==> src/rtl/mmio_key_sw_device_pkg.sv <==
// Shared MMIO address map, CTRL bit layout and status update rule for the board I/O responders.
// Pure declarations: no latency, no flow control.
package mmio_pkg;

    localparam logic [31:0] ADDR_HEX   = 32'hF0000000;
    localparam logic [31:0] ADDR_LEDR  = 32'hF0000004;
    localparam logic [31:0] ADDR_LEDG  = 32'hF0000008;
    localparam logic [31:0] ADDR_KDATA = 32'hF0000010;
    localparam logic [31:0] ADDR_SDATA = 32'hF0000014;
    localparam logic [31:0] ADDR_KCTRL = 32'hF0000110;
    localparam logic [31:0] ADDR_SCTRL = 32'hF0000114;

    localparam int READY_BIT   = 0;
    localparam int OVERRUN_BIT = 2;
    localparam int KEY_BITS    = 4;
    localparam int SW_BITS     = 10;

    typedef struct packed {
        logic overrun;
        logic ready;
    } status_t;

    // An event always wins over a clear in the same cycle and then leaves overrun alone.
    function automatic status_t status_next(status_t cur, logic evt, logic clr_rdy, logic clr_ovr);
        status_t nxt;
        nxt = cur;
        if (evt) begin
            if (cur.ready && !clr_rdy && !clr_ovr) begin
                nxt.overrun = 1'b1;
            end
            nxt.ready = 1'b1;
        end else begin
            if (clr_rdy) begin
                nxt.ready = 1'b0;
            end
            if (clr_ovr) begin
                nxt.overrun = 1'b0;
            end
        end
        return nxt;
    endfunction

endpackage

==> src/rtl/mmio_key_sw_device_debouncer.sv <==
// Two-flop synchronizer plus per-bit debounce counters (counters only with MMIO_DEBOUNCE_EN).
// Latency E+1+DEBOUNCE_CYCLES (E+2 without counters); no backpressure.
module input_debouncer #(
    parameter int WIDTH           = 4,
    parameter int DEBOUNCE_CYCLES = 250000
) (
    input  logic             clk,
    input  logic             reset,
    input  logic [WIDTH-1:0] raw,
    output logic [WIDTH-1:0] stable,
    output logic [WIDTH-1:0] change
);

    logic [WIDTH-1:0] sync_q1;
    logic [WIDTH-1:0] sync_q2;
    logic [WIDTH-1:0] stable_next;

    always_ff @(posedge clk) begin
        if (!reset) begin
            sync_q1 <= '0;
            sync_q2 <= '0;
        end else begin
            sync_q1 <= raw;
            sync_q2 <= sync_q1;
        end
    end

`ifdef MMIO_DEBOUNCE_EN
    localparam int CW = $clog2(DEBOUNCE_CYCLES + 1);
    localparam logic [CW-1:0] CNT_LAST = CW'(DEBOUNCE_CYCLES - 1);

    logic [CW-1:0] cnt      [WIDTH];
    logic [CW-1:0] cnt_next [WIDTH];

    // Count cycles of disagreement; any agreement restarts the run.
    always_comb begin
        for (int i = 0; i < WIDTH; i++) begin
            cnt_next[i]    = '0;
            stable_next[i] = stable[i];
            if (sync_q2[i] != stable[i]) begin
                if (cnt[i] == CNT_LAST) begin
                    stable_next[i] = sync_q2[i];
                end else begin
                    cnt_next[i] = cnt[i] + 1'b1;
                end
            end
        end
    end

    always_ff @(posedge clk) begin
        for (int i = 0; i < WIDTH; i++) begin
            if (!reset) begin
                cnt[i] <= '0;
            end else begin
                cnt[i] <= cnt_next[i];
            end
        end
    end
`else
    localparam int unused_debounce_cycles = DEBOUNCE_CYCLES;

    assign stable_next = sync_q2;
`endif

    always_ff @(posedge clk) begin
        if (!reset) begin
            stable <= '0;
        end else begin
            stable <= stable_next;
        end
    end

    // Bits that flip at the coming edge, so status can rise on the same edge as stable.
    assign change = stable_next ^ stable;

endmodule

==> src/rtl/mmio_key_sw_device.sv <==
// KEY/SW memory-mapped responder with sticky ready/overrun status; debounce depth set by MMIO_DEBOUNCE_EN.
// Reads are combinational (zero latency), status updates on the edge ending the access; no backpressure.
module mmio_key_sw_device
    import mmio_pkg::*;
#(
    parameter int               DBITS           = 32,
    parameter logic [DBITS-1:0] ADDR_KDATA      = mmio_pkg::ADDR_KDATA,
    parameter logic [DBITS-1:0] ADDR_SDATA      = mmio_pkg::ADDR_SDATA,
    parameter logic [DBITS-1:0] ADDR_KCTRL      = mmio_pkg::ADDR_KCTRL,
    parameter logic [DBITS-1:0] ADDR_SCTRL      = mmio_pkg::ADDR_SCTRL,
    parameter int               DEBOUNCE_CYCLES = 250000
) (
    input  logic             clk,
    input  logic             reset,
    input  logic [DBITS-1:0] addr,
    input  logic             rd_en,
    input  logic             wr_en,
    input  logic [DBITS-1:0] wr_data,
    output logic [DBITS-1:0] rd_data,
    output logic             rd_hit,
    input  logic [3:0]       KEY,
    input  logic [9:0]       SW
);

    logic [KEY_BITS-1:0] key_stable;
    logic [KEY_BITS-1:0] key_change;
    logic [SW_BITS-1:0]  sw_stable;
    logic [SW_BITS-1:0]  sw_change;
    logic [KEY_BITS-1:0] key_raw;

    status_t key_status;
    status_t sw_status;

    logic key_event;
    logic sw_event;
    logic key_clr_rdy;
    logic key_clr_ovr;
    logic sw_clr_rdy;
    logic sw_clr_ovr;

    // Board keys are active-low; present pressed as 1.
    assign key_raw = ~KEY;

    input_debouncer #(
        .WIDTH           (KEY_BITS),
        .DEBOUNCE_CYCLES (DEBOUNCE_CYCLES)
    ) u_key_db (
        .clk    (clk),
        .reset  (reset),
        .raw    (key_raw),
        .stable (key_stable),
        .change (key_change)
    );

    input_debouncer #(
        .WIDTH           (SW_BITS),
        .DEBOUNCE_CYCLES (DEBOUNCE_CYCLES)
    ) u_sw_db (
        .clk    (clk),
        .reset  (reset),
        .raw    (SW),
        .stable (sw_stable),
        .change (sw_change)
    );

    assign key_event = |(key_change & ~key_stable);
    assign sw_event  = |sw_change;

    assign key_clr_rdy = (rd_en && addr == ADDR_KDATA) ||
                         (wr_en && addr == ADDR_KCTRL && !wr_data[READY_BIT]);
    assign key_clr_ovr = wr_en && addr == ADDR_KCTRL && !wr_data[OVERRUN_BIT];
    assign sw_clr_rdy  = (rd_en && addr == ADDR_SDATA) ||
                         (wr_en && addr == ADDR_SCTRL && !wr_data[READY_BIT]);
    assign sw_clr_ovr  = wr_en && addr == ADDR_SCTRL && !wr_data[OVERRUN_BIT];

    always_ff @(posedge clk) begin
        if (!reset) begin
            key_status <= '0;
            sw_status  <= '0;
        end else begin
            key_status <= status_next(key_status, key_event, key_clr_rdy, key_clr_ovr);
            sw_status  <= status_next(sw_status, sw_event, sw_clr_rdy, sw_clr_ovr);
        end
    end

    always_comb begin
        rd_data = '0;
        rd_hit  = 1'b0;
        if (addr == ADDR_KDATA) begin
            rd_hit                  = 1'b1;
            rd_data[KEY_BITS-1:0]   = key_stable;
        end else if (addr == ADDR_SDATA) begin
            rd_hit                  = 1'b1;
            rd_data[SW_BITS-1:0]    = sw_stable;
        end else if (addr == ADDR_KCTRL) begin
            rd_hit                  = 1'b1;
            rd_data[READY_BIT]      = key_status.ready;
            rd_data[OVERRUN_BIT]    = key_status.overrun;
        end else if (addr == ADDR_SCTRL) begin
            rd_hit                  = 1'b1;
            rd_data[READY_BIT]      = sw_status.ready;
            rd_data[OVERRUN_BIT]    = sw_status.overrun;
        end
        if (!reset) begin
            rd_data = '0;
        end
    end

endmodule
==> config.mk <==
export PLATFORM = sky130hd
export DESIGN_NAME = mmio_key_sw_device
export DESIGN_NICKNAME = d
export VERILOG_FILES = /design/src/rtl/mmio_key_sw_device_pkg.sv /design/src/rtl/mmio_key_sw_device_debouncer.sv /design/src/rtl/mmio_key_sw_device.sv
export SDC_FILE = /design/constraint.sdc
export NUM_CORES = 1
export LEC_CHECK = 0
export CAP_MARGIN = 5
export CORE_ASPECT_RATIO = 0.5
export CORE_MARGIN = 10
export CORE_UTILIZATION = 38
export DETAILED_ROUTE_END_ITERATION = 6
export HOLD_SLACK_MARGIN = 0.02
export MAX_ROUTING_LAYER = met4
export PLACE_DENSITY = 0.8
export SLEW_MARGIN = 40
export SYNTH_ARGS = -nofsm -noshare
export SYNTH_HDL_FRONTEND = slang
export SYNTH_HIERARCHICAL = 1
export SYNTH_SLANG_ARGS = --single-unit
==> constraint.sdc <==
create_clock -name clk -period 2.9 [get_ports clk]
set_clock_uncertainty 0.2 [all_clocks]
set_input_delay 0.58 -clock clk [delete_from_list [all_inputs] [get_ports clk]]
set_output_delay 0.58 -clock clk [all_outputs]
set_load 0.1 [all_outputs]
== Word level (Yosys, flattened, before mapping) ==
Cells that the tools add are included.
W data, S select, Z words.
Storage, ports and cells
  flip-flop bits (word level): 46
  bits of input ports: 82
  output and inout bits: 33
  logic and storage cells: 72
Cells by class
  eq/ne operators: 6
  multiplexer cells: 23
  bitwise gates (word level): 5
  reductions and logical operators: 28
Operator list (number)
  $eq A32 B32 Y1 const B: 4
  $mux W1: 17
  $logic_and A1 B1 Y1: 12
  $mux W10: 1
  $reduce_or A10 Y1: 1
  $xor A10 B10 Y10: 1
  $not A4 Y4: 2
  $reduce_bool A2 Y1: 4
  $mux W7: 1
  $logic_not A1 Y1: 6
  $mux W6: 1
  $and A4 B4 Y4: 1
  $mux W2: 2
  $mux W4: 1
  $ne A2 B1 Y1 const B: 2
  $reduce_and A2 Y1: 2
  $reduce_or A4 Y1: 1
  $xor A4 B4 Y4: 1
  $logic_or A1 B1 Y1: 2

== Depth between registers and ports, before layout ==
  depth after elaboration: 9
  depth in mapped cells: 5
  gate-level depth less buffers: 5

== Modules after synthesis ==
The synthesis kept the hierarchy.
By module, submodules not included
  input_debouncer at u_sw_db: instances 1, cells an instance 73, area an instance 903.4 sq um, seq. area each 600.6 sq um
  mmio_key_sw_device: instances 1, cells an instance 95, area an instance 718.2 sq um, seq. area each 80.1 sq um
  input_debouncer at u_key_db: instances 1, cells an instance 29, area an instance 371.6 sq um, seq. area each 240.2 sq um

== Least setup slack after synthesis ==
OpenSTA, ideal clock, no wires.
  path type: input port to output port
  start: in addr[6]
  end: out rd_data[1]
  arrival: 3119 ps
  required time: 2120 ps
  setup slack: -999 ps
  cell stages on the path: 5
  buffers on the path: 0
  cell sequence: or4_1 -> nor4_4 -> nand4_2 -> or2_1 -> nor2_1
Between the ends
  word-level cells in the longest chain between the ends: 4
  elaborated cells between the ends (all ways): 5
  those cells by class: eq/ne: 2; mux: 3
Ends and longest elaborated chain
  from (decl): line mmio_key_sw_device.sv:15  | input logic [DBITS-1:0] addr,
  $eq A32 B32 Y1: line mmio_key_sw_device.sv:92  | end else if (addr == ADDR_SDATA) begin
  $mux W1: line mmio_key_sw_device.sv:92
  $mux W4 *: line mmio_key_sw_device.sv:89  | if (addr == ADDR_KDATA) begin
  $mux W10 *: line mmio_key_sw_device.sv:104  | if (!reset) begin
  to (decl): line mmio_key_sw_device.sv:19  | output logic [DBITS-1:0] rd_data,
Every way passes the cells marked *; elsewhere a longest branch is shown, timed or not.

== Worst setup path after layout ==
  start: in addr[1]
  end: out rd_data[8]
Between the ends
  word-level cells in the longest chain between the ends: 4
  elaborated cells between the ends (all ways): 5
  those cells by class: eq/ne: 2; mux: 3
Ends and longest elaborated chain (line)
  $eq A32 B32 Y1: mmio_key_sw_device.sv:92
  $mux W7: mmio_key_sw_device.sv:92
  $mux W6 *: mmio_key_sw_device.sv:89
  $mux W10 *: mmio_key_sw_device.sv:104
Marks and branches as above.

==> impl_metrics.toml <==
[status]
status = "finished, violations left"
violations = "negative setup slack"

[cts]
cts_buffers = 5
root_buffer = "clkbuf_8"
h-tree-depth = 2
path_clk_slew_ps = 80
clock-sinks = 46
clock_latency_ps = 290
ctsHoldBuffers = 0
cts_tree = "done"
cts_buffer_depth = 2

[global_routing]
met1_usage_pct = 10.1
grt_pass1_wl_mm = 7.08
gr-usage-met3_pct = 1.80
grt_max_degree = 47
grt_pass1_vias = 1498
top_usage_layer = "met2"
grt_use_met2_pct = 20.1
antenna_found_initial = 0
grt-ovfl-total = 0
track_usage_pct = 10.4

[flow_run]
cap_viol_max_count = 0

[synth]
syn_area_per_cell_um2 = 10.1
synth.distinct_cells = 37
synthFlopType = "dfxtp_1"
synth_edf_count = 0
synth.mux.area_fraction_pct = 3.26
synth_warnings = 6
ys_async_sr_fraction_pct = 0
ys_seq_elements = 46
yosysSeqAreaShare_pct = 46.2
synth_top_family_by_area = "simple AND/OR/NAND/NOR gates"
synth_compound_area_share_pct = 4.33
synth_simple_gate_area_share_pct = 28.0
synthCells = 197
synth-xor-area-share_pct = 6.15
synth_area_mm2 = 0.00199
synthAdderAreaFrac_pct = 0

[sta]
hold_viol = 0
finalWorstSetupSlack_ps = -254
period_minus_slack_ps = 3150
final_max_slew_viol_count = 0
whs_ps = 237
timing.final.crit_share_pct = 109
rsz0062_at_grt = "yes"
max_freq_mhz = 317
final-setup-viol-count = 10

[placement]
pre_cts_ws_ps = -588
hpwl_mm = 3.73
placed_area_mm2 = 0.00278
gp_congestion = 0.838
portBuffers = 62
dp_cells = 330

[setup_path]
cp.depth = 8
crit_start = "addr[1]"
worstSetupEndpointType = "primary output"
critPathKind = "in -> out"
crit_path_end = "rd_data[8]"
cp.required_ps = 2120
crit_path_start_kind = "input pin"
max_stage_delay_ps = 540
worst-path-max-fanout = 6
worstPathCellList = "buf_6 -> or4bb_4 -> nor4_4 -> nand4_2 -> nor3_2 -> buf_4 -> and2_4 -> buf_12"
critical_path_arrival_ps = 2370
rr_worst_depth = 5
critical-path-slowest-cell = "or4bb_4"
path_buf_inv = 3
cp_top_family = "simple AND/OR/NAND/NOR gates"
r2r_setup_slack_ps = 1170
timing.rr.start = "u_sw_db/stable[1]"
r2r_end = "sw_status[1]"

[power]
seqPwrFrac_pct = 48.5
combPwrFrac_pct = 19.0
power.switching_uw = 383
leakage_uw = 0.00129
clock_power_share_pct = 32.5
power_density_mw_per_mm2 = 483
peakVddDrop_mv = 0.230
switching_share_pct = 27.5
p_int_uw = 1010

[route]
drt_iter0_markers = 22
num_vias = 1449
vias_per_cell = 4.27
drc_errors = 0
ant_nets = 0
drt_pre_antenna_iters = 4
wl_per_cell_um = 13.6
wirelength_mm = 4.61

[finish]
final_cell_mix = "46 x dfxtp_1, 35 x clkdlybuf4s50_1, 25 x and2_1"
multi_input_area_um2 = 966
diodes = 0
post-route-cell-area_mm2 = 0.00289
fillers = 430
final_common_cell = "dfxtp_1"
final_cells = 339
seq_area_um2 = 921
drive_gt1_share_pct = 27.5
area_delta_synth_final_pct = 44.8
layout.nets = 350

[die]
fp-row-count = 18
die_h_um = 71.2
start_util_pct = 39.9
io_pins = 115
dieWidth_um = 122
core_mm2 = 0.00500
dieArea_mm2 = 0.00872

[min_path]
min_path_type = "reg -> reg"
[how the worst min path moves through the flow]
| stage | from | end | slack [ps] | cells past startpoint |
|---|---|---|---|---|
| floorplan | u_key_db/sync_q1[2] | u_key_db/stable_next[2] | 210 | 1 |
| global placement | u_key_db/sync_q1[2] | u_key_db/stable_next[2] | 210 | 1 |
| detailed placement | u_sw_db/sync_q1[6] | u_sw_db/stable_next[6] | 220 | 1 |
| CTS | u_sw_db/sync_q1[6] | u_sw_db/stable_next[6] | 240 | 1 |
| global route | u_sw_db/sync_q1[3] | u_sw_db/stable_next[3] | 260 | 1 |
| finish | u_sw_db/sync_q1[1] | u_sw_db/stable_next[1] | 240 | 1 |
[repair_timing]
item / in CTS / in global routing
setup buffers: 2 / 1
resized for setup: 46 / 3
endpoints found under the setup margin: 11 / 11
pin swaps: 15 / 7
[layout make-up]
type,instances,area share [%]
inverters,11,1.43
multi-input cells,134,33.5
clock inverters,1,1.04
well taps,70,3.04
clock buffers,7,2.65
repair buffers,70,26.5
flip-flops and latches,46,31.9
[through the flow]
| step | total power (µW) | util, % | TNS (ps) |
|---|---|---|---|
| 2_1_floorplan | 893 | - | -1150 |
| 3_3_place_gp | 951 | 55.7 | -5460 |
| 3_5_place_dp | 958 | 55.7 | -5570 |
| 4_1_cts | 1400 | 57.3 | -2480 |
| 5_1_grt | 1440 | 57.7 | -3080 |
| 6_report | 1390 | 57.7 | -2170 |
[cells by family (layout without fill, tap and decap cells)]
| family | count (synthesis) | count (layout) |
|---|---|---|
| muxes | 4 | 4 |
| other | 1 | 22 |
| buffers and inverters | 38 | 89 |
| xor gates and xnor gates | 14 | 14 |
| and+or+nand+nor | 80 | 80 |
| AOI/OAI and AO/OA | 14 | 14 |
| DFF | 46 | 46 |
[metal layers]
layer  up-vias  share of wire (%)
li1        736                  -
met1       665                 37
met2        41                 55
met3         7                6.7
met4         0                1.7
met5         -                  0
[Yosys cell counts (2+ instances only)]
| cell | n | area, µm² |
|---|---|---|
| or4_1 | 2 | 15.0 |
| nor2_1 | 7 | 26.3 |
| clkbuf_2 | 3 | 15.0 |
| xor2_1 | 14 | 123 |
| and2_1 | 31 | 194 |
| inv_1 | 11 | 41.3 |
| a311oi_1 | 2 | 17.5 |
| nor4_4 | 2 | 42.5 |
| dfxtp_1 | 46 | 921 |
| a21oi_1 | 4 | 20.0 |
| o22ai_1 | 2 | 12.5 |
| mux4_2 | 2 | 45.0 |
| nand2_1 | 3 | 11.3 |
| and2_2 | 18 | 135 |
| buf_4 | 22 | 165 |
| mux2i_1 | 2 | 20.0 |
| nor4_1 | 4 | 25.0 |
| o21ai_0 | 3 | 15.0 |
[power by group through the flow]
| stage | logic [µW] | registers (µW) | clock network, µW |
|---|---|---|---|
| floorplan | 208 | 686 | 0 |
| global placement | 262 | 689 | 0 |
| detailed placement | 268 | 690 | 0 |
| CTS | 262 | 676 | 462 |
| global route | 279 | 679 | 485 |
| finish | 264 | 676 | 453 |
[flip-flops by register name, indices dropped and copies added (netlist names)]
signal	count
key_status	2
sw_status	2
u_key_db/stable	4
u_key_db/stable_next	4
u_key_db/sync_q1	4
u_sw_db/stable	10
u_sw_db/stable_next	10
u_sw_db/sync_q1	10
No activity file was read; power rests on OpenSTA's default activity.
